$ cat src/rtl/sr_request_conditioner.sv
// sr_request_conditioner
//   Conditions two raw, bouncy push-button requests into clean one-cycle
//   S/R pulses for a downstream SR latch, and tracks the latch state locally.
//   Each button is synchronized (2 flops), debounced, and only a rising
//   debounced level produces a request event. Simultaneous set and reset
//   events are dropped and counted as conflicts.
//
// Ports
//   clk          : single clock, rising edge
//   rst          : synchronous active-high reset
//   set_btn      : raw asynchronous set request
//   reset_btn    : raw asynchronous reset request
//   S            : one-cycle set pulse (registered)
//   R            : one-cycle reset pulse (registered)
//   q_model      : expected downstream latch Q (registered)
//   conflict     : one-cycle flag, simultaneous set/reset events were dropped
//   conflict_cnt : saturating conflict event count
module sr_request_conditioner #(
  parameter int DB_CYCLES = 4
) (
  input  logic       clk,
  input  logic       rst,
  input  logic       set_btn,
  input  logic       reset_btn,
  output logic       S,
  output logic       R,
  output logic       q_model,
  output logic       conflict,
  output logic [7:0] conflict_cnt
);

  localparam int CW = $clog2(DB_CYCLES + 1);
  localparam logic [CW-1:0] CNT_LAST = CW'(DB_CYCLES - 1);

  // channel 0 = set, channel 1 = reset
  logic [1:0]    raw;
  logic [1:0]    sync1;
  logic [1:0]    sync2;
  logic [1:0]    db;
  logic [1:0]    db_d;
  logic [CW-1:0] cnt [2];
  logic [1:0]    ev;
  logic          set_ev;
  logic          rst_ev;

  assign raw = {reset_btn, set_btn};

  // Synchronizer, debounce counters and edge-detect history
  always_ff @(posedge clk) begin
    if (rst) begin
      sync1  <= '0;
      sync2  <= '0;
      db     <= '0;
      db_d   <= '0;
      cnt[0] <= '0;
      cnt[1] <= '0;
    end else begin
      sync1 <= raw;
      sync2 <= sync1;
      db_d  <= db;
      for (int ch = 0; ch < 2; ch++) begin
        if (sync2[ch] == db[ch]) begin
          cnt[ch] <= '0;
        end else if (cnt[ch] == CNT_LAST) begin
          // DB_CYCLES-th consecutive differing edge: accept the new level
          db[ch]  <= sync2[ch];
          cnt[ch] <= '0;
        end else begin
          cnt[ch] <= cnt[ch] + CW'(1);
        end
      end
    end
  end

  // Only a debounced 0->1 transition is a request; db_d is cleared by
  // reset, so a button held through reset is seen as a fresh press.
  assign ev     = db & ~db_d;
  assign set_ev = ev[0];
  assign rst_ev = ev[1];

  // Pulse generation and latch model
  always_ff @(posedge clk) begin
    if (rst) begin
      S            <= 1'b0;
      R            <= 1'b0;
      q_model      <= 1'b0;
      conflict     <= 1'b0;
      conflict_cnt <= '0;
    end else begin
      S        <= 1'b0;
      R        <= 1'b0;
      conflict <= 1'b0;
      if (set_ev && rst_ev) begin
        conflict <= 1'b1;
        if (conflict_cnt != 8'hFF) begin
          conflict_cnt <= conflict_cnt + 8'd1;
        end
      end else if (set_ev && !q_model) begin
        S       <= 1'b1;
        q_model <= 1'b1;
      end else if (rst_ev && q_model) begin
        R       <= 1'b1;
        q_model <= 1'b0;
      end
    end
  end

endmodule

$ cat config.mk
export PLATFORM = sky130hd
export DESIGN_NAME = sr_request_conditioner
export DESIGN_NICKNAME = d
export VERILOG_FILES = /design/src/rtl/sr_request_conditioner.sv
export SDC_FILE = /design/constraint.sdc
export NUM_CORES = 1
export LEC_CHECK = 0
export BUFFER_PORTS_ARGS = -buffer_cell sky130_fd_sc_hd__buf_2
export CAP_MARGIN = 20
export CORE_AREA = 4 4 57 59
export DETAILED_ROUTE_END_ITERATION = 10
export DIE_AREA = 0 0 61 63
export PLACE_DENSITY = 0.6
export SLEW_MARGIN = 40
export SYNTH_ARGS = -nofsm -noshare
export SYNTH_HDL_FRONTEND = slang
export SYNTH_SLANG_ARGS = --single-unit
export TNS_END_PERCENT = 30
$ cat constraint.sdc
create_clock -name clk -period 3.7 [get_ports clk]
set_clock_uncertainty 0.15 [all_clocks]
set_input_delay 0.185 -clock clk [delete_from_list [all_inputs] [get_ports clk]]
set_output_delay 0.185 -clock clk [all_outputs]
set_load 0.05 [all_outputs]
==> results of run 1 <==
-- stage by stage --
step,setup slack (ns),cell area (µm²),hold WS (ns),std cells
after floorplan,1.83,1080,0.163,103
after global placement,2.13,1190,0.249,147
after detailed placement,2.08,1190,0.252,147
after CTS,2.05,1240,0.104,153
after global routing,1.97,1240,0.125,153
final,2.07,1240,0.117,153
-- sequential cells by signal, summed over array words and instances, names as in the netlist --
name          flops
S                 1
conflict          1
q_model           1
sync2             2
db                2
R                 1
db_d              2
conflict_cnt      8
cnt               6
sync1             2
-- power breakdown --
part / total (mW) / switching, mW / internal [mW]
combinational: 0.0167 / 0.00961 / 0.00713
clock: 0.140 / 0.0796 / 0.0601
sequential: 0.298 / 0.00235 / 0.296
-- logic make-up (layout without fill, tap and decap cells) --
kind of cell               count (synthesis)  in the layout  synth area share [%]
DFF                                       26             26                  54.7
adders and majority gates                  5              5                  5.90
xor gates and xnor gates                   7              7                  5.78
AOI/OAI and AO/OA                         11             11                  7.19
and+or+nand+nor                           38             38                  20.8
muxes                                      3              3                  2.83
buffers and inverters                      7             26                  2.48
other                                      1              6                 0.353
-- path summary, 6_finish.rpt --
path	cells past startpoint	slack [ns]	endpoint
max reg2reg	4	2.07	cnt[1][0]$_SDFFCE_PN0P_
max	4	2.07	cnt[1][0]$_SDFFCE_PN0P_
min reg2reg	1	0.31	sync2[0]$_SDFF_PP0_
min	2	0.12	conflict_cnt[4]$_SDFFE_PP0P_
-- layout make-up --
cell class              count  area, µm²  share of cell area, %
repair buffers             17       95.1                   7.65
well taps                  31       38.8                   3.12
multi-input cells          70        473                   38.1
clock buffers               4       36.3                   2.92
inverters                   5       18.8                   1.51
flip-flops and latches     26        581                   46.7
-- timing repair --
action / in CTS / in global routing
hold endpoints to repair: 2 / 0
hold buffers: 2 / 0
gates resized for setup: 0 / 0
endpoints found under the setup margin: 0 / 0
-- Yosys cell counts --
master      n
dfxtp_1    20
nor2_1     14
nor2b_1     7
edfxtp_1    6
ha_1        5
inv_1       5
xor2_1      5
or3_1       4
a21oi_1     3
mux2i_1     3
o21ai_0     3
and3_1      2
clkbuf_1    2
o2111ai_1   2
xnor2_1     2
and2_1      1
and4_1      1
and4bb_4    1
conb_1      1
nand2_1     1
nand2b_1    1
nand3_1     1
nand4_2     1
nor3_1      1
nor4_1      1
nor4b_1     1
o211ai_1    1
o211ai_2    1
o21ai_2     1
or2b_1      1
-- routing by layer --
metal,vias up,track usage (%),share of wire (%)
met4,0,5.69,1.2
met2,14,16.2,47
li1,377,-,-
met5,-,0,0
met1,329,12.2,46
met3,2,2.07,6.0
==> impl_metrics.yaml, run 1 <==
yosys:
  ys_top_cells_by_area: "dfxtp_1, edfxtp_1, ha_1"
  synthDominantCellAreaShare_pct: 37.7
  yosysSeqAreaShare_pct: 54.7
  ys_types: 30
  postSynthAreaPerCell_um2: 10.8
  syn_area_um2: 1060
  synth_top_cell_by_area: "dfxtp_1"
  ys.warnings.count: 0
  ys_ff_latch: 26
  synthCells: 98
route:
  ant_nets: 0
  routed_wirelength_mm: 1.69
  num_vias: 722
  dr.first_iter.drc_count: 7
  drt_first_pass_iters: 4
  vias_per_cell: 4.72
  wl_per_cell_um: 11.1
  drc: 0
floorplanning:
  dieHeight_um: 63
  io_pins: 16
  rows: 19
  die-area_um2: 3840
  die_x_um: 61
  coreArea_um2: 2710
  initial_core_util_pct: 39.2
cells_and_area:
  n_antenna_cell: 0
  fillerInstances: 260
  layout-drive-gt1-share_pct: 18.9
  final_util_pct: 45.8
  final_common_cell: "dfxtp_1"
  nNetsFinal: 132
  area_growth_pct: 17.1
  final_cell_mix: "dfxtp_1, buf_2, nor2_1"
hold_path:
  min_from: "rst"
  hold_path.class: "primary input to register"
global_route:
  grt_pass1_vias: 710
  grt_overflow: 0
  grt_start_max_net_pins: 23
  antenna_found_initial: 0
  grt.total_usage_pct: 10.1
  grt_pass1_wl_mm: 2.95
worst_setup_path:
  crit_arrival_ns: 1.66
  path_cells: "ha_1, ha_1, or3_1, nor2_1"
  startpoint_type: "register"
  slowest_delay_ns: 0.43
  crit_start: "cnt[1][0]$_SDFFCE_PN0P_"
  crit_family: "simple AND/OR/NAND/NOR gates"
  r2r-start: "cnt[1][0]$_SDFFCE_PN0P_"
  setup.worst_path.end_class: "register"
  cp_max_fo: 3
  cp_slowest_cell: "edfxtp_1"
  cp.required_ns: 3.73
  cp_num_buf_inv: 0
  path_class: "register to register"
  crit_top_cell: "ha_1"
sta:
  rsz0062_at_grt: "false"
  fmax_mhz: 612
  period_share_pct: 44.1
  hold_violations: 0
  period_needed_ns: 1.63
  tns_ns: 0
  finalSetupViolCount: 0
  finalMaxSlewViolations: 0
placement:
  dp_hpwl_mm: 1.25
  numPortBuffers: 15
  gp_congestion: 0.870
clock_tree:
  post-cts-setup-buffers: 0
  clock_sinks: 26
  cts_max_level: 1
  cts_tree: "yes"
  path_clk_slew_ns: 0.14
  cts_buffers: 3
  cts_buffer_depth: 2
  worstSkewPairLatency_ns: 0.31
  root_buffer: "clkbuf_4"
pwr:
  power.density_nw_per_um2: 366
  power_mw: 0.454
  power_leakage_nw: 0.548
  ir_drop_uv: 191
job:
  maxCapViolCount: 0
run_status:
  status: "completed"
Note: power is estimated with default switching activity, not from simulation.
==> inputs of run 2 (changes only) <==
--- a/config.mk
+++ b/config.mk
@@ -10,7 +10,7 @@
 export CORE_AREA = 4 4 57 59
 export DETAILED_ROUTE_END_ITERATION = 10
 export DIE_AREA = 0 0 61 63
-export PLACE_DENSITY = 0.6
+export PLACE_DENSITY = 0.62
 export SLEW_MARGIN = 40
 export SYNTH_ARGS = -nofsm -noshare
 export SYNTH_HDL_FRONTEND = slang
==> constraint.sdc (replaced) <==
create_clock -name clk -period 1.3 [get_ports clk]
set_clock_uncertainty 0.15 [all_clocks]
set_input_delay 0.065 -clock clk [delete_from_list [all_inputs] [get_ports clk]]
set_output_delay 0.065 -clock clk [all_outputs]
set_load 0.05 [all_outputs]
==> run 2 against run 1 <==
- count of clock-buffer cells in the layout unchanged
- core utilization grew 14 points
- non-clock buffer count increased by 27
- sequential share of layout area shrank 9.1 points
- die area did not move
- first-iteration DRC count is 86% higher
- wire length is 20% higher
- largest power group unchanged
- the run now ends with setup timing left
- sequential cell count is the same
- fmax grew 5.8%
==> impl_metrics.yaml, run 2 (same netlist as run 1, synthesis figures left out) <==
run_status:
  status: "finished with violations"
  violations: "setup timing"
worst_setup_path:
  startpoint_type: "register"
  path_class: "register to register"
  crit_arrival_ns: 1.60
  slowest_delay_ns: 0.42
  cp_num_buf_inv: 0
  cp.required_ns: 1.35
  crit_family: "simple AND/OR/NAND/NOR gates"
  cp_slowest_cell: "edfxtp_1"
  cp_max_fo: 3
  path_cells: "ha_2, ha_4, or3_4, nor2_1"
  setup.worst_path.end_class: "register"
placement:
  gp_congestion: 0.733
  dp_hpwl_mm: 1.45
  dp.cells: 168
  numPortBuffers: 15
route:
  drt_first_pass_iters: 4
  ant_nets: 0
  dr.first_iter.drc_count: 13
  dr_wl_met2_mm: 1.01
  wl_met3_um: 50
  highest_layer: "met4"
  drc: 0
  num_vias: 829
  met1_length_um: 931
  routed_wirelength_mm: 2.04
  wl_per_cell_um: 11.3
  vias_per_cell: 4.61
global_route:
  grt.total_usage_pct: 12.6
  grt_start_max_net_pins: 16
  grt_pass1_vias: 869
  grt_overflow: 0
  antenna_found_initial: 0
  grt_pass1_wl_mm: 3.65
floorplanning:
  initial_core_util_pct: 39.2
  die_x_um: 61
  coreArea_um2: 2710
  dieHeight_um: 63
  io_pins: 16
  rows: 19
  die-area_um2: 3840
clock_tree:
  path_clk_slew_ns: 0.14
  root_buffer: "clkbuf_4"
  cts_tree: "yes"
  worstSkewPairLatency_ns: 0.33
  cts_buffer_depth: 2
  cts_max_level: 1
  clock_sinks: 26
  cts_buffers: 3
hold_path:
  hold_path.class: "primary input to register"
sta:
  hold_ws_ns: 0.142
  rsz0062_at_grt: "true"
  finalMaxSlewViolations: 0
  fin_ws_ns: -0.243
  fmax_mhz: 648
  period_needed_ns: 1.54
  hold_violations: 0
  finalSetupViolCount: 16
  period_share_pct: 119
job:
  maxCapViolCount: 0
cells_and_area:
  nNetsFinal: 159
  top_register: "conflict_cnt"
  reg_top3: "conflict_cnt x8, cnt x6"
  final_cell_mix: "buf_4, dfxtp_1, nor2_1"
  final_cell_count_no_fill: 180
  area_growth_pct: 52.5
  final_common_cell: "buf_4"
  fillerInstances: 238
  multiInputGateArea_um2: 567
  n_antenna_cell: 0
  seq_area_um2: 608
  layout-drive-gt1-share_pct: 45.0
  largest_reg_flops: 8
pwr:
  p_comb_share_pct: 6.1
  power.density_nw_per_um2: 864
  seq_power_share_pct: 59.6
  power_mw: 1.40
  clockPowerShare_pct: 34.3
  netSwitchingFraction_pct: 20.6
  power_leakage_nw: 0.724
  p_sw_mw: 0.288
  ir_drop_uv: 720
  internal_power_mw: 1.11
run 2: cell count changes in the layout (fill, tap and decap cells not counted), moves of 3 or more:
cell / before / now
ha_4: 0 / 3
dfxtp_4: 0 / 7
buf_4: 0 / 27
ha_1: 5 / 0
buf_2: 15 / 8
nor2_1: 14 / 10
dfxtp_1: 20 / 12
nor2_2: 0 / 4
run 2: per-layer routing:
layer	global-route usage (%)	vias to the layer above
met1	15.3	381
met3	2.48	4
met4	8.13	0
met2	19.5	9
li1	-	435
met5	0	-
run 2: worst register-to-register path: stages (launching register included):
cell      delay (ns)
edfxtp_1        0.42
ha_2            0.21
ha_4            0.16
or3_4           0.38
nor2_1          0.10
run 2: metrics by stage:
stage	setup TNS, ns	setup slack (ns)	utilization, %	instance area, µm²
final	-2.39	-0.243	59.7	1620
after global routing	-3.33	-0.278	59.7	1620
after CTS	-2.69	-0.245	57.7	1560
after detailed placement	-1.95	-0.219	52.5	1420
after global placement	-1.53	-0.183	52.5	1420
after floorplan	-1.73	-0.142	-	1160
run 2: power groups by stage:
stage | combinational [mW] | clock [mW] | sequential (mW)
after global routing | 0.0965 | 0.540 | 0.835
final | 0.0851 | 0.480 | 0.832
after CTS | 0.0781 | 0.501 | 0.833
after detailed placement | 0.0571 | 0 | 0.851
after floorplan | 0.0336 | 0 | 0.851
after global placement | 0.0549 | 0 | 0.850
run 2: final timing paths:
check | start | to | slack [ns] | depth (start not counted)
max reg2reg | cnt[0][0]$_SDFFCE_PN0P_ | cnt[0][0]$_SDFFCE_PN0P_ | -0.24 | 4
max | cnt[0][0]$_SDFFCE_PN0P_ | cnt[0][0]$_SDFFCE_PN0P_ | -0.24 | 4
min | rst | db_d[0]$_SDFF_PP0_ | 0.14 | 4
min reg2reg | sync1[0]$_SDFF_PP0_ | sync2[0]$_SDFF_PP0_ | 0.30 | 1
run 2: final cells by class:
type / instances / area share, %
flip-flops and latches: 26 / 37.6
multi-input cells: 70 / 35.0
repair buffers: 44 / 20.9
clock buffers: 4 / 2.94
well taps: 31 / 2.40
inverters: 5 / 1.16
run 2: timing repair:
item,CTS,global route
endpoints found under the setup margin,19,23
gates resized for setup,7,15
hold endpoints to repair,20,0
buffers inserted,0,2
hold buffers,6,0
pin swaps,2,2
==> inputs of run 3 (changes only) <==
--- a/config.mk
+++ b/config.mk
@@ -5,11 +5,12 @@
 export SDC_FILE = /design/constraint.sdc
 export NUM_CORES = 1
 export LEC_CHECK = 0
+export ABC_AREA = 1
 export BUFFER_PORTS_ARGS = -buffer_cell sky130_fd_sc_hd__buf_2
 export CAP_MARGIN = 20
-export CORE_AREA = 4 4 57 59
+export CORE_AREA = 4 4 59 61
 export DETAILED_ROUTE_END_ITERATION = 10
-export DIE_AREA = 0 0 61 63
+export DIE_AREA = 0 0 63 65
 export PLACE_DENSITY = 0.62
 export SLEW_MARGIN = 40
 export SYNTH_ARGS = -nofsm -noshare
==> run 3 against run 2 <==
- the run still ends with setup timing left
- final cell count is 24% higher
- global-route usage is 0.24 points higher
- largest cell class unchanged
- via count is 25% higher
- setup slack better by 0.11 ns
- critical path depth is 1 higher
- sequential power is 2.5% higher
- core utilization is 3.3 points lower
- wire length is 17% higher
- synthesized area is 8.6% higher
- critical endpoint is now cnt[0][2]$_SDFFCE_PN0P_
- fmax is 7.8% higher
- first-iteration DRC count grew to 3.1 times the previous value
==> impl_metrics.yaml, run 3 <==
run_status:
  status: "finished with violations"
  violations: "setup timing"
cells_and_area:
  nNetsFinal: 201
  n_antenna_cell: 0
  final_util_pct: 56.4
  top_register: "conflict_cnt"
  area_growth_pct: 45.8
  final_cell_mix: "inv_1, nor2_1, nand2_1"
  layout-drive-gt1-share_pct: 36.6
  largest_reg_flops: 8
  final_common_cell: "inv_1"
  reg_top3: "conflict_cnt x8, cnt x6"
  fillerInstances: 267
placement:
  dp_hpwl_mm: 1.68
  numPortBuffers: 15
  pre_cts_ws_ns: -0.187
  gp_congestion: 0.859
pwr:
  power.density_nw_per_um2: 864
  power_leakage_nw: 0.766
  ir_drop_uv: 664
route:
  num_vias: 1034
  vias_per_cell: 4.62
  drt_first_pass_iters: 4
  wl_met3_um: 80
  dr_wl_met2_mm: 1.26
  dr.first_iter.drc_count: 40
  met1_length_mm: 1.01
  routed_wirelength_mm: 2.39
  ant_nets: 0
  drc: 0
  highest_layer: "met4"
  wl_per_cell_um: 10.7
floorplanning:
  die-area_um2: 4100
  die_x_um: 63
  dieHeight_um: 65
  initial_core_util_pct: 38.7
  coreArea_um2: 2980
  rows: 20
  io_pins: 16
worst_setup_path:
  cp_max_fo: 3
  cp.required_ns: 1.34
  r2r-start: "cnt[0][0]$_SDFFCE_PN0P_"
  reg2reg_to: "cnt[0][2]$_SDFFCE_PN0P_"
  setup.worst_path.end: "cnt[0][2]$_SDFFCE_PN0P_"
  setup.worst_path.end_class: "register"
  crit_start: "cnt[0][0]$_SDFFCE_PN0P_"
  reg2regPathDepth: 5
  startpoint_type: "register"
  path_class: "register to register"
  crit_arrival_ns: 1.47
  ff2ff_setup_slack_ns: -0.13
clock_tree:
  root_buffer: "clkbuf_4"
  worstSkewPairLatency_ns: 0.32
  cts_max_level: 1
  cts_tree: "yes"
  path_clk_slew_ns: 0.14
  cts_buffer_depth: 2
  cts_buffers: 3
  clock_sinks: 26
sta:
  fin_ws_ns: -0.132
  fmax_mhz: 698
  rsz0062_at_grt: "true"
  period_needed_ns: 1.43
  period_share_pct: 110
  hold_ws_ns: 0.0834
  hold_violations: 0
  finalSetupViolCount: 12
  finalMaxSlewViolations: 0
job:
  maxCapViolCount: 0
yosys:
  async_reset_ff_share_pct: 0
  synthDominantCellAreaShare_pct: 34.7
  syn_area_um2: 1150
  synth_edf_count: 6
  ys_types: 24
  yosysSeqAreaShare_pct: 50.4
  ys.warnings.count: 0
  synthFlopType: "dfxtp_1"
  synth_top_cell_by_area: "dfxtp_1"
  postSynthAreaPerCell_um2: 8.06
  synthCells: 143
  yosys-top-cells-count: "inv_1, nand2_1, nor2_1, dfxtp_1, a21oi_1"
  ys_top_cells_by_area: "dfxtp_1, edfxtp_1, inv_1"
  ys_ff_latch: 26
  yosysMostFrequentCell: "inv_1"
hold_path:
  hold_path.class: "primary input to register"
global_route:
  antenna_found_initial: 0
  grt_start_max_net_pins: 16
  grt.total_usage_pct: 12.8
  grt_pass1_vias: 1040
  grt_overflow: 0
  grt_pass1_wl_mm: 4.17
==> run 3: worst max-delay path, cell delays in order, from the launching register on <==
cell	delay, ns
edfxtp_1	0.43
ha_2	0.21
ha_4	0.16
a21oi_2	0.09
o211ai_1	0.13
nor2_1	0.13
==> run 3: cell type report <==
cell class                      count  area [µm²]  area share (%)
Sequential cell                    26         596            35.4
Inverter                           27         101            6.03
Clock buffer                        4        47.5            2.83
Multi-Input combinational cell     92         568            33.8
Tap cell                           33        41.3            2.46
Timing Repair Buffer               42         327            19.4
==> run 3: cell families after synthesis <==
group                    count (synthesis)  share of synthesized area (%)
adder cells (fa/ha/maj)                  5                           5.43
flip-flops                              26                           50.4
buffers and inverters                   30                           10.7
AO/OA/AOI/OAI                           14                           6.62
other                                    1                          0.325
AND/OR/NAND/NOR                         67                           26.5
==> run 3: worst min path at each step <==
stage	from	to	slack, ns	depth (start not counted)
2_1_floorplan	rst	R$_SDFF_PP0_	-0.007	1
3_3_place_gp	reset_btn	sync1[1]$_SDFF_PP0_	0.12	3
3_5_place_dp	set_btn	sync1[0]$_SDFF_PP0_	0.12	3
4_1_cts	sync1[1]$_SDFF_PP0_	sync2[1]$_SDFF_PP0_	0.26	2
5_1_grt	rst	db[0]$_SDFFE_PP0N_	0.15	5
6_report	rst	db[0]$_SDFFE_PP0N_	0.08	5
==> run 3: stage by stage <==
step	setup TNS, ns	cells	area, µm²	total power, mW
3_5_place_dp	-1.87	210	1440	0.957
5_1_grt	-1.81	224	1680	1.52
2_1_floorplan	-1.47	148	1210	0.923
4_1_cts	-1.02	220	1620	1.45
3_3_place_gp	-1.23	210	1440	0.954
6_report	-0.689	224	1680	1.45
==> run 3: metal layers <==
layer	track usage [%]	up-vias
li1	-	540
met1	12.8	475
met2	24.8	15
met3	3.12	4
met4	5.79	0
met5	0	-
==> run 3: power by group <==
group | switching (mW) | internal (mW) | total [mW]
sequential | 0.0100 | 0.843 | 0.853
clock | 0.244 | 0.235 | 0.479
combinational | 0.0613 | 0.0579 | 0.119
total | 0.315 | 1.14 | 1.45
==> run 3: repair_timing <==
action	4_1_cts	5_1_grt
hold buffers	5	3
endpoints found under the setup margin	15	20
hold endpoints to repair	13	1
gates resized for setup	18	8
pin swaps	8	5
setup buffers	1	1
